==> config.mk <==
export PLATFORM = sky130hd
export DESIGN_NAME = cpu_mem_arbiter
export DESIGN_NICKNAME = d
export VERILOG_FILES = /design/src/rtl/cpu_mem_arb_pkg.sv /design/src/rtl/cpu_mem_arb_pick.sv /design/src/rtl/cpu_mem_arbiter.sv
export SDC_FILE = /design/constraint.sdc
export NUM_CORES = 1
export LEC_CHECK = 0
export BUFFER_PORTS_ARGS = -buffer_cell sky130_fd_sc_hd__buf_2
export CAP_MARGIN = 0
export CORE_MARGIN = 3
export CORE_UTILIZATION = 48
export DETAILED_ROUTE_END_ITERATION = 12
export HOLD_SLACK_MARGIN = 0.02
export PLACE_DENSITY = 0.79
export SLEW_MARGIN = 20
export SYNTH_ARGS = -nofsm -noshare
export SYNTH_HDL_FRONTEND = slang
export SYNTH_SLANG_ARGS = --single-unit
export TNS_END_PERCENT = 1
==> constraint.sdc <==
create_clock -name clk -period 2 [get_ports clk]
set_input_delay 0 -clock clk [delete_from_list [all_inputs] [get_ports clk]]
set_output_delay 0 -clock clk [all_outputs]
set_load 0.03 [all_outputs]
==> src/rtl/cpu_mem_arb_pkg.sv <==
// cpu_mem_arb_pkg: FSM states, grant ids and default memory latency shared by the arbiter files
package cpu_mem_arb_pkg;
  typedef enum logic [1:0] {IDLE, ACCESS, WAIT, RESP} state_t;
  localparam logic GNT_IM = 1'b0;
  localparam logic GNT_DM = 1'b1;
  localparam int MEM_LAT_DEF = 1;
endpackage

==> src/rtl/cpu_mem_arb_pick.sv <==
// cpu_mem_arb_pick: winner selection between fetch and data ports; ARB_RR_EN selects round-robin
module cpu_mem_arb_pick
  import cpu_mem_arb_pkg::*;
(
  input  logic im_req,
  input  logic dm_req,
`ifdef ARB_RR_EN
  input  logic last_grant,
`endif
  output logic vld,
  output logic gnt
);
  // On a tie, round-robin hands the port to the side that did not win last time
  always_comb begin
    vld = im_req | dm_req;
`ifdef ARB_RR_EN
    gnt = (im_req & dm_req) ? ~last_grant : (dm_req ? GNT_DM : GNT_IM);
`else
    gnt = dm_req ? GNT_DM : GNT_IM;
`endif
  end
endmodule

==> src/rtl/cpu_mem_arbiter.sv <==
// cpu_mem_arbiter: shares one SRAM port between fetch and data ports; define ARB_RR_EN for round-robin
module cpu_mem_arbiter
  import cpu_mem_arb_pkg::*;
#(
  parameter int ADDR_W  = 32,
  parameter int DATA_W  = 32,
  parameter int MEM_LAT = MEM_LAT_DEF
) (
  input  logic                clk,
  input  logic                rst,
  input  logic                im_req,
  input  logic [ADDR_W-1:0]   im_addr,
  output logic                im_ack,
  output logic [DATA_W-1:0]   im_rdata,
  input  logic                dm_req,
  input  logic [DATA_W/8-1:0] dm_we,
  input  logic [ADDR_W-1:0]   dm_addr,
  input  logic [DATA_W-1:0]   dm_wdata,
  output logic                dm_ack,
  output logic [DATA_W-1:0]   dm_rdata,
  output logic                mem_cs,
  output logic [DATA_W/8-1:0] mem_we,
  output logic [ADDR_W-1:0]   mem_addr,
  output logic [DATA_W-1:0]   mem_wdata,
  input  logic [DATA_W-1:0]   mem_rdata,
  output logic                busy
);
  localparam int BW = DATA_W / 8;
  localparam int CW = $clog2(MEM_LAT + 1);

  state_t            state, state_nx;
  logic              pick_vld, pick_gnt, gnt_q;
  logic [ADDR_W-1:0] addr_q;
  logic [BW-1:0]     we_q;
  logic [DATA_W-1:0] wdata_q;
  logic [CW-1:0]     cnt;
  logic              last_rd;

`ifdef ARB_RR_EN
  logic last_q;

  cpu_mem_arb_pick u_pick (
    .im_req    (im_req),
    .dm_req    (dm_req),
    .last_grant(last_q),
    .vld       (pick_vld),
    .gnt       (pick_gnt)
  );

  // Remember who won the most recent grant so the next tie flips sides
  always_ff @(posedge clk or negedge rst) begin
    if (!rst) last_q <= GNT_IM;
    else if (state == IDLE && pick_vld) last_q <= pick_gnt;
  end
`else
  cpu_mem_arb_pick u_pick (
    .im_req(im_req),
    .dm_req(dm_req),
    .vld   (pick_vld),
    .gnt   (pick_gnt)
  );
`endif

  assign last_rd = state == WAIT && cnt == '0;

  // State register; reset drops any in-flight transaction without an ack
  always_ff @(posedge clk or negedge rst) begin
    if (!rst) state <= IDLE;
    else state <= state_nx;
  end

  // Next state: writes skip WAIT, reads wait out the memory latency
  always_comb begin
    state_nx = state;
    case (state)
      IDLE:    state_nx = pick_vld ? ACCESS : IDLE;
      ACCESS:  state_nx = (we_q == '0) ? WAIT : RESP;
      WAIT:    state_nx = (cnt == '0) ? RESP : WAIT;
      default: state_nx = IDLE;
    endcase
  end

  // Outputs: memory strobe only in ACCESS, single ack to the granted port in RESP
  always_comb begin
    mem_cs    = state == ACCESS;
    mem_we    = mem_cs ? we_q : '0;
    mem_addr  = mem_cs ? addr_q : '0;
    mem_wdata = mem_cs ? wdata_q : '0;
    im_ack    = state == RESP && gnt_q == GNT_IM;
    dm_ack    = state == RESP && gnt_q == GNT_DM;
    busy      = state != IDLE;
  end

  // Latch the winner in IDLE, run the latency counter, capture read data on the last WAIT cycle
  always_ff @(posedge clk or negedge rst) begin
    if (!rst) begin
      gnt_q    <= GNT_IM;
      addr_q   <= '0;
      we_q     <= '0;
      wdata_q  <= '0;
      cnt      <= '0;
      im_rdata <= '0;
      dm_rdata <= '0;
    end else begin
      if (state == IDLE && pick_vld) begin
        gnt_q   <= pick_gnt;
        addr_q  <= pick_gnt == GNT_DM ? dm_addr : im_addr;
        we_q    <= pick_gnt == GNT_DM ? dm_we : '0;
        wdata_q <= pick_gnt == GNT_DM ? dm_wdata : '0;
      end
      if (state == ACCESS) cnt <= CW'(MEM_LAT - 1);
      else if (state == WAIT && cnt != '0) cnt <= cnt - 1'b1;
      if (last_rd && gnt_q == GNT_DM) dm_rdata <= mem_rdata;
      if (last_rd && gnt_q == GNT_IM) im_rdata <= mem_rdata;
    end
  end
endmodule

==> results of run 1 <==
## sequential cells by signal, indices dropped and copies added, names as in the netlist
register,flops
addr_q,32
cnt,1
dm_rdata,32
gnt_q,1
im_rdata,32
state,2
wdata_q,32
we_q,4
## where the power goes
part | internal [µW] | leakage [µW] | switching, µW
Sequential | 4120 | 0.00164 | 758
Combinational | 2810 | 0.00278 | 4330
Clock | 2280 | 0.000320 | 1140
## layout make-up
cell class	instances	area, µm²
clock buffers	20	457
clock inverters	12	195
fillers	667	2590
inverters	39	146
multi-input cells	284	2400
flip-flops and latches	136	3400
well taps	168	210
repair buffers	417	2850
## cell families after synthesis
group / count (synthesis) / share of synthesized area, %
mux: 129 / 23.6
flops: 136 / 55.2
simple gates: 110 / 10.7
compound gates: 40 / 3.49
fa+ha+maj: 5 / 1.01
buf+inv: 71 / 6.01
## per-stage QoR
step	utilization, %	hold slack, ns	setup WS [ns]	area (µm²)	std cells
floorplan	-	-0.296	0.396	6170	491
global placement	62.6	-0.0384	0.335	7680	911
detailed placement	62.6	-0.0297	0.231	7680	911
CTS	78.8	0.0381	0.0184	9660	1076
global route	78.9	0.0910	0.0296	9670	1076
finish	78.9	0.0481	0.127	9670	1076
## Yosys cell counts, drive strengths merged
library cell | number | area [µm²]
o21ai | 37 | 185
nand2b | 1 | 6.26
mux2 | 129 | 1450
o21a | 1 | 15.0
ha | 5 | 62.6
clkbuf | 12 | 76.3
nand3 | 36 | 180
buf | 20 | 148
inv | 39 | 146
nor2b | 1 | 6.26
and2 | 69 | 432
nor3b | 2 | 26.3
dfrtp | 136 | 3400
o41ai | 1 | 8.76
nand3b | 1 | 11.3
a31oi | 1 | 6.26
## timing repair
item / in CTS / in global routing
setup buffers: 0 / 0
gates resized for setup: 0 / 1
setup endpoints to repair: 0 / 53
endpoints found under the hold margin: 268 / 0
hold buffers: 133 / 0
## metal layers
metal / vias up / routed length, µm / track usage, %
met4: 2 / 459 / 10.7
met3: 47 / 1430 / 7.74
met2: 262 / 10100 / 48.1
met1: 2627 / 7100 / 29.6
met5: - / 13 / 0
li1: 2464 / - / -
## worst paths after layout
check | from | end | slack (ns) | depth (start not counted)
worst min-delay path | im_req | state[0]$_DFF_PN0_ | 0.05 | 3
worst max-delay path | state[0]$_DFF_PN0_ | busy | 0.13 | 5
worst max register to register | state[0]$_DFF_PN0_ | gnt_q$_DFFE_PN0P_ | 0.17 | 5
worst min register to register | addr_q[12]$_DFFE_PN0P_ | addr_q[12]$_DFFE_PN0P_ | 0.50 | 1
max in group asynchronous | rst | addr_q[24]$_DFFE_PN0P_ | 1.23 | 3
min in group asynchronous | rst | dm_rdata[27]$_DFFE_PN0P_ | 0.11 | 2
## critical path: cells and delay by family, from the launching register on
kind	cells	cell delay (ns)
adder cells (fa/ha/maj)	1	0.22
buffers and inverters	4	0.81
flip-flops	1	0.44
==> results.sh, run 1 <==
export IMPL_status="finished clean"
export IMPL_vias=5402
export IMPL_cts_buffers=17
export IMPL_wl_per_cell_um=17.7
export IMPL_final_cell_mix="buf_2 (270), dfrtp_1 (136), dlygate4sd3_1 (133), mux2_2 (127), and2_1 (69)"
export IMPL_via_per_inst=5.02
export IMPL_core_rowCount=40
export IMPL_crit_top_cell="inv_1"
export IMPL_wirelength_mm=19.1
export IMPL_end_kind="output pin"
export IMPL_syn_area_um2=6170
export IMPL_slowest_stage="dfrtp_1"
export IMPL_drt_pre_antenna_iters=6
export IMPL_drc=0
export IMPL_worst_hold_path_type="input port to register"
export IMPL_fin_skew_ns=0.00680
export IMPL_die_w_um=119
export IMPL_total_power_uw=15400
export IMPL_fin_tns_setup_ns=0
export IMPL_required_ns=2.00
export IMPL_synthCells=491
export IMPL_cp_cell_sequence="inv_1 > ha_1 > buf_4 > inv_1 > buf_2"
export IMPL_ioPinCount=272
export IMPL_slowest_delay_ns=0.44
export IMPL_drt_iter0_drc=371
export IMPL_crit_fanout=38
export IMPL_hold_viol=0
export IMPL_cap_violations=0
export IMPL_cts_tree="yes"
export IMPL_ys_types=24
export IMPL_root_buffer="clkbuf_16"
export IMPL_die_h_um=119
export IMPL_start_kind="register"
export IMPL_antenna_found_initial=1
export IMPL_mostFrequentLayoutCell="buf_2"
export IMPL_core_area_um2=12300
export IMPL_path_clk_slew_ns=0.05
export IMPL_yosysSeqAreaShare_pct=55.2
export IMPL_report_final_slew_viol_count=0
export IMPL_grt_pass1_wl_mm=30.2
export IMPL_first_global_vias=5885
export IMPL_final_min_clock_period_ns=1.87
export IMPL_crit_type="register to output pin"
export IMPL_worstPathArrival_ns=1.87
export IMPL_nNetsFinal=1036
export IMPL_rsz0062_at_grt="no"
export IMPL_die_area_um2=14200
export IMPL_slew_headroom_pct=68.7
export IMPL_floorplan_initialDensity_pct=50.3
export IMPL_grt_max_degree=56
export IMPL_avgSynthCellArea_um2=12.6
export IMPL_drive_gt1_share_pct=49.1
export IMPL_dp_hpwl_mm=11.4
export IMPL_tightest_slew_ns=0.470
export IMPL_syn_num_nets=632
export IMPL_leakagePower_uw=0.00474
export IMPL_setup_violations=0
export IMPL_fmax_mhz=534
export IMPL_power_density_nw_per_um2=1600
export IMPL_cts_sinks=136
export IMPL_fin_crit_sh_pct=93.6
export IMPL_h_tree_depth=4
export IMPL_gp_congestion=0.785
export IMPL_postRouteAntennaNets=0
export IMPL_yosysWarningCount=0
export IMPL_area_growth_pct=56.8
export IMPL_synth_seq_cells=136
export IMPL_grt_total_usage_pct=26.7
export IMPL_clock_path_buffers=2
export IMPL_port_buffers=271
export IMPL_clk_latency_ns=0.41
export IMPL_diodes=0
export IMPL_grt_overflow_total=0
export IMPL_peakVddDrop_v=0.000844
(Power assumes the default switching activity.)
==> inputs of run 2 (changes only) <==
--- a/config.mk
+++ b/config.mk
@@ -5,13 +5,13 @@
 export SDC_FILE = /design/constraint.sdc
 export NUM_CORES = 1
 export LEC_CHECK = 0
-export BUFFER_PORTS_ARGS = -buffer_cell sky130_fd_sc_hd__buf_2
 export CAP_MARGIN = 0
 export CORE_MARGIN = 3
-export CORE_UTILIZATION = 48
+export CORE_UTILIZATION = 63
 export DETAILED_ROUTE_END_ITERATION = 12
+export DONT_BUFFER_PORTS = 1
 export HOLD_SLACK_MARGIN = 0.02
-export PLACE_DENSITY = 0.79
+export PLACE_DENSITY = 0.77
 export SLEW_MARGIN = 20
 export SYNTH_ARGS = -nofsm -noshare
 export SYNTH_HDL_FRONTEND = slang
==> results.sh, run 2 <==
export IMPL_status="aborted with a tool error"
export IMPL_haltStage="clock tree synthesis"
export IMPL_stop_error="[ERROR RSZ-0060] Max buffer count reached."
export IMPL_synth_seq_cells=136
export IMPL_clock_path_buffers=2
export IMPL_h_tree_depth=4
export IMPL_postCtsSetupRepairBufs=0
export IMPL_yosysTopAreaCellShare_pct=55.2
export IMPL_port_buffers=0
export IMPL_holdBufCountCts=127
export IMPL_synth_edf_count=0
export IMPL_synth_largest_area_cell="dfrtp_1"
export IMPL_syn_area_um2=6170
export IMPL_root_buffer="clkbuf_8"
export IMPL_yosysSeqAreaShare_pct=55.2
export IMPL_synthFlopType="dfrtp_1"
export IMPL_die_w_um=105
export IMPL_yosys_cell_count_top_type="dfrtp_1"
export IMPL_ys_types=24
export IMPL_core_rowCount=35
export IMPL_avgSynthCellArea_um2=12.6
export IMPL_netlist_top_cells_count="dfrtp_1 (136), mux2_2 (127), and2_1 (69)"
export IMPL_floorplan_initialDensity_pct=65.8
export IMPL_die_h_um=105
export IMPL_synth_area_leaders="dfrtp_1 (55%), mux2_2 (23%), and2_1 (7.0%)"
export IMPL_ys_async_sr_fraction_pct=100
export IMPL_cts_buffers=17
export IMPL_yosysWarningCount=0
export IMPL_dp_hpwl_mm=8.92
export IMPL_syn_num_nets=632
export IMPL_gp_congestion=0.761
export IMPL_cts_sinks=136
export IMPL_ioPinCount=272
export IMPL_cts_repair_resized=52
export IMPL_synthCells=491
run 2: cell counts after synthesis:
No cell type changed its count.
run 2: per-stage QoR:
step	cells	hold WS [ns]	area, µm²	util [%]	worst slack, ns
floorplan	491	-0.296	6170	-	0.396
global placement	596	-0.293	6200	66.2	0.336
detailed placement	596	-0.293	6200	66.2	0.276
run 2: logic make-up after synthesis:
group	share of synthesized area, %
AO/OA/AOI/OAI	3.49
adder cells (fa/ha/maj)	1.01
buffers and inverters	6.01
flip-flops	55.2
multiplexers	23.6
AND/OR/NAND/NOR	10.7
==> inputs of run 3 (changes only) <==
--- a/config.mk
+++ b/config.mk
@@ -7,11 +7,10 @@
 export LEC_CHECK = 0
 export CAP_MARGIN = 0
 export CORE_MARGIN = 3
-export CORE_UTILIZATION = 63
+export CORE_UTILIZATION = 40
 export DETAILED_ROUTE_END_ITERATION = 12
 export DONT_BUFFER_PORTS = 1
-export HOLD_SLACK_MARGIN = 0.02
-export PLACE_DENSITY = 0.77
+export PLACE_DENSITY_LB_ADDON = 0.15
 export SLEW_MARGIN = 20
 export SYNTH_ARGS = -nofsm -noshare
 export SYNTH_HDL_FRONTEND = slang
==> results.sh, run 3 <==
export IMPL_syn_area_um2=6170
export IMPL_synthSimpleGateAreaFrac_pct=10.7
export IMPL_die_h_um=130
export IMPL_synth_seq_cells=136
export IMPL_ys_async_sr_fraction_pct=100
export IMPL_port_buffers=0
export IMPL_synth_area_leaders="dfrtp_1 (55%), mux2_2 (23%), and2_1 (7.0%)"
export IMPL_yosysTopAreaCellShare_pct=55.2
export IMPL_synth_compound_area_share_pct=3.49
export IMPL_stop_error="[ERROR RSZ-0060] Max buffer count reached."
export IMPL_ioPinCount=272
export IMPL_clock_path_buffers=2
export IMPL_synthCells=491
export IMPL_gp_congestion=0.720
export IMPL_syn_num_nets=632
export IMPL_die_w_um=130
export IMPL_synth_largest_area_cell="dfrtp_1"
export IMPL_root_buffer="clkbuf_16"
export IMPL_holdBufCountCts=138
export IMPL_floorplan_initialDensity_pct=41.6
export IMPL_netlist_top_cells_count="dfrtp_1 (136), mux2_2 (127), and2_1 (69)"
export IMPL_cts_repair_resized=0
export IMPL_yosys_cell_count_top_type="dfrtp_1"
export IMPL_synthMuxAreaShare_pct=23.6
export IMPL_h_tree_depth=4
export IMPL_ys_types=24
export IMPL_status="aborted with a tool error"
export IMPL_avgSynthCellArea_um2=12.6
export IMPL_yosysWarningCount=0
export IMPL_postCtsSetupRepairBufs=0
export IMPL_synth_edf_count=0
export IMPL_synth_fa_ha_area_share_pct=1.01
export IMPL_cts_buffers=17
export IMPL_cts_sinks=136
export IMPL_dp_hpwl_mm=9.32
export IMPL_synth_top_family_by_area="multiplexers"
export IMPL_synthFlopType="dfrtp_1"
export IMPL_core_rowCount=44
export IMPL_yosysSeqAreaShare_pct=55.2
export IMPL_synth_xor_area_share_pct=0
export IMPL_haltStage="clock tree synthesis"
[run 3: cells by family after synthesis]
kind of cell | after synthesis
buffers and inverters | 71
DFF | 136
and+or+nand+nor | 110
AOI/OAI and AO/OA | 40
adders and majority gates | 5
muxes | 129
[run 3: per-stage QoR]
stage / utilization (%) / instance area, µm² / setup slack (ns) / hold WS (ns) / instances
floorplan: - / 6170 / 0.396 / -0.296 / 491
global placement: 42.3 / 6260 / 0.293 / -0.292 / 651
detailed placement: 42.3 / 6260 / 0.186 / -0.293 / 651
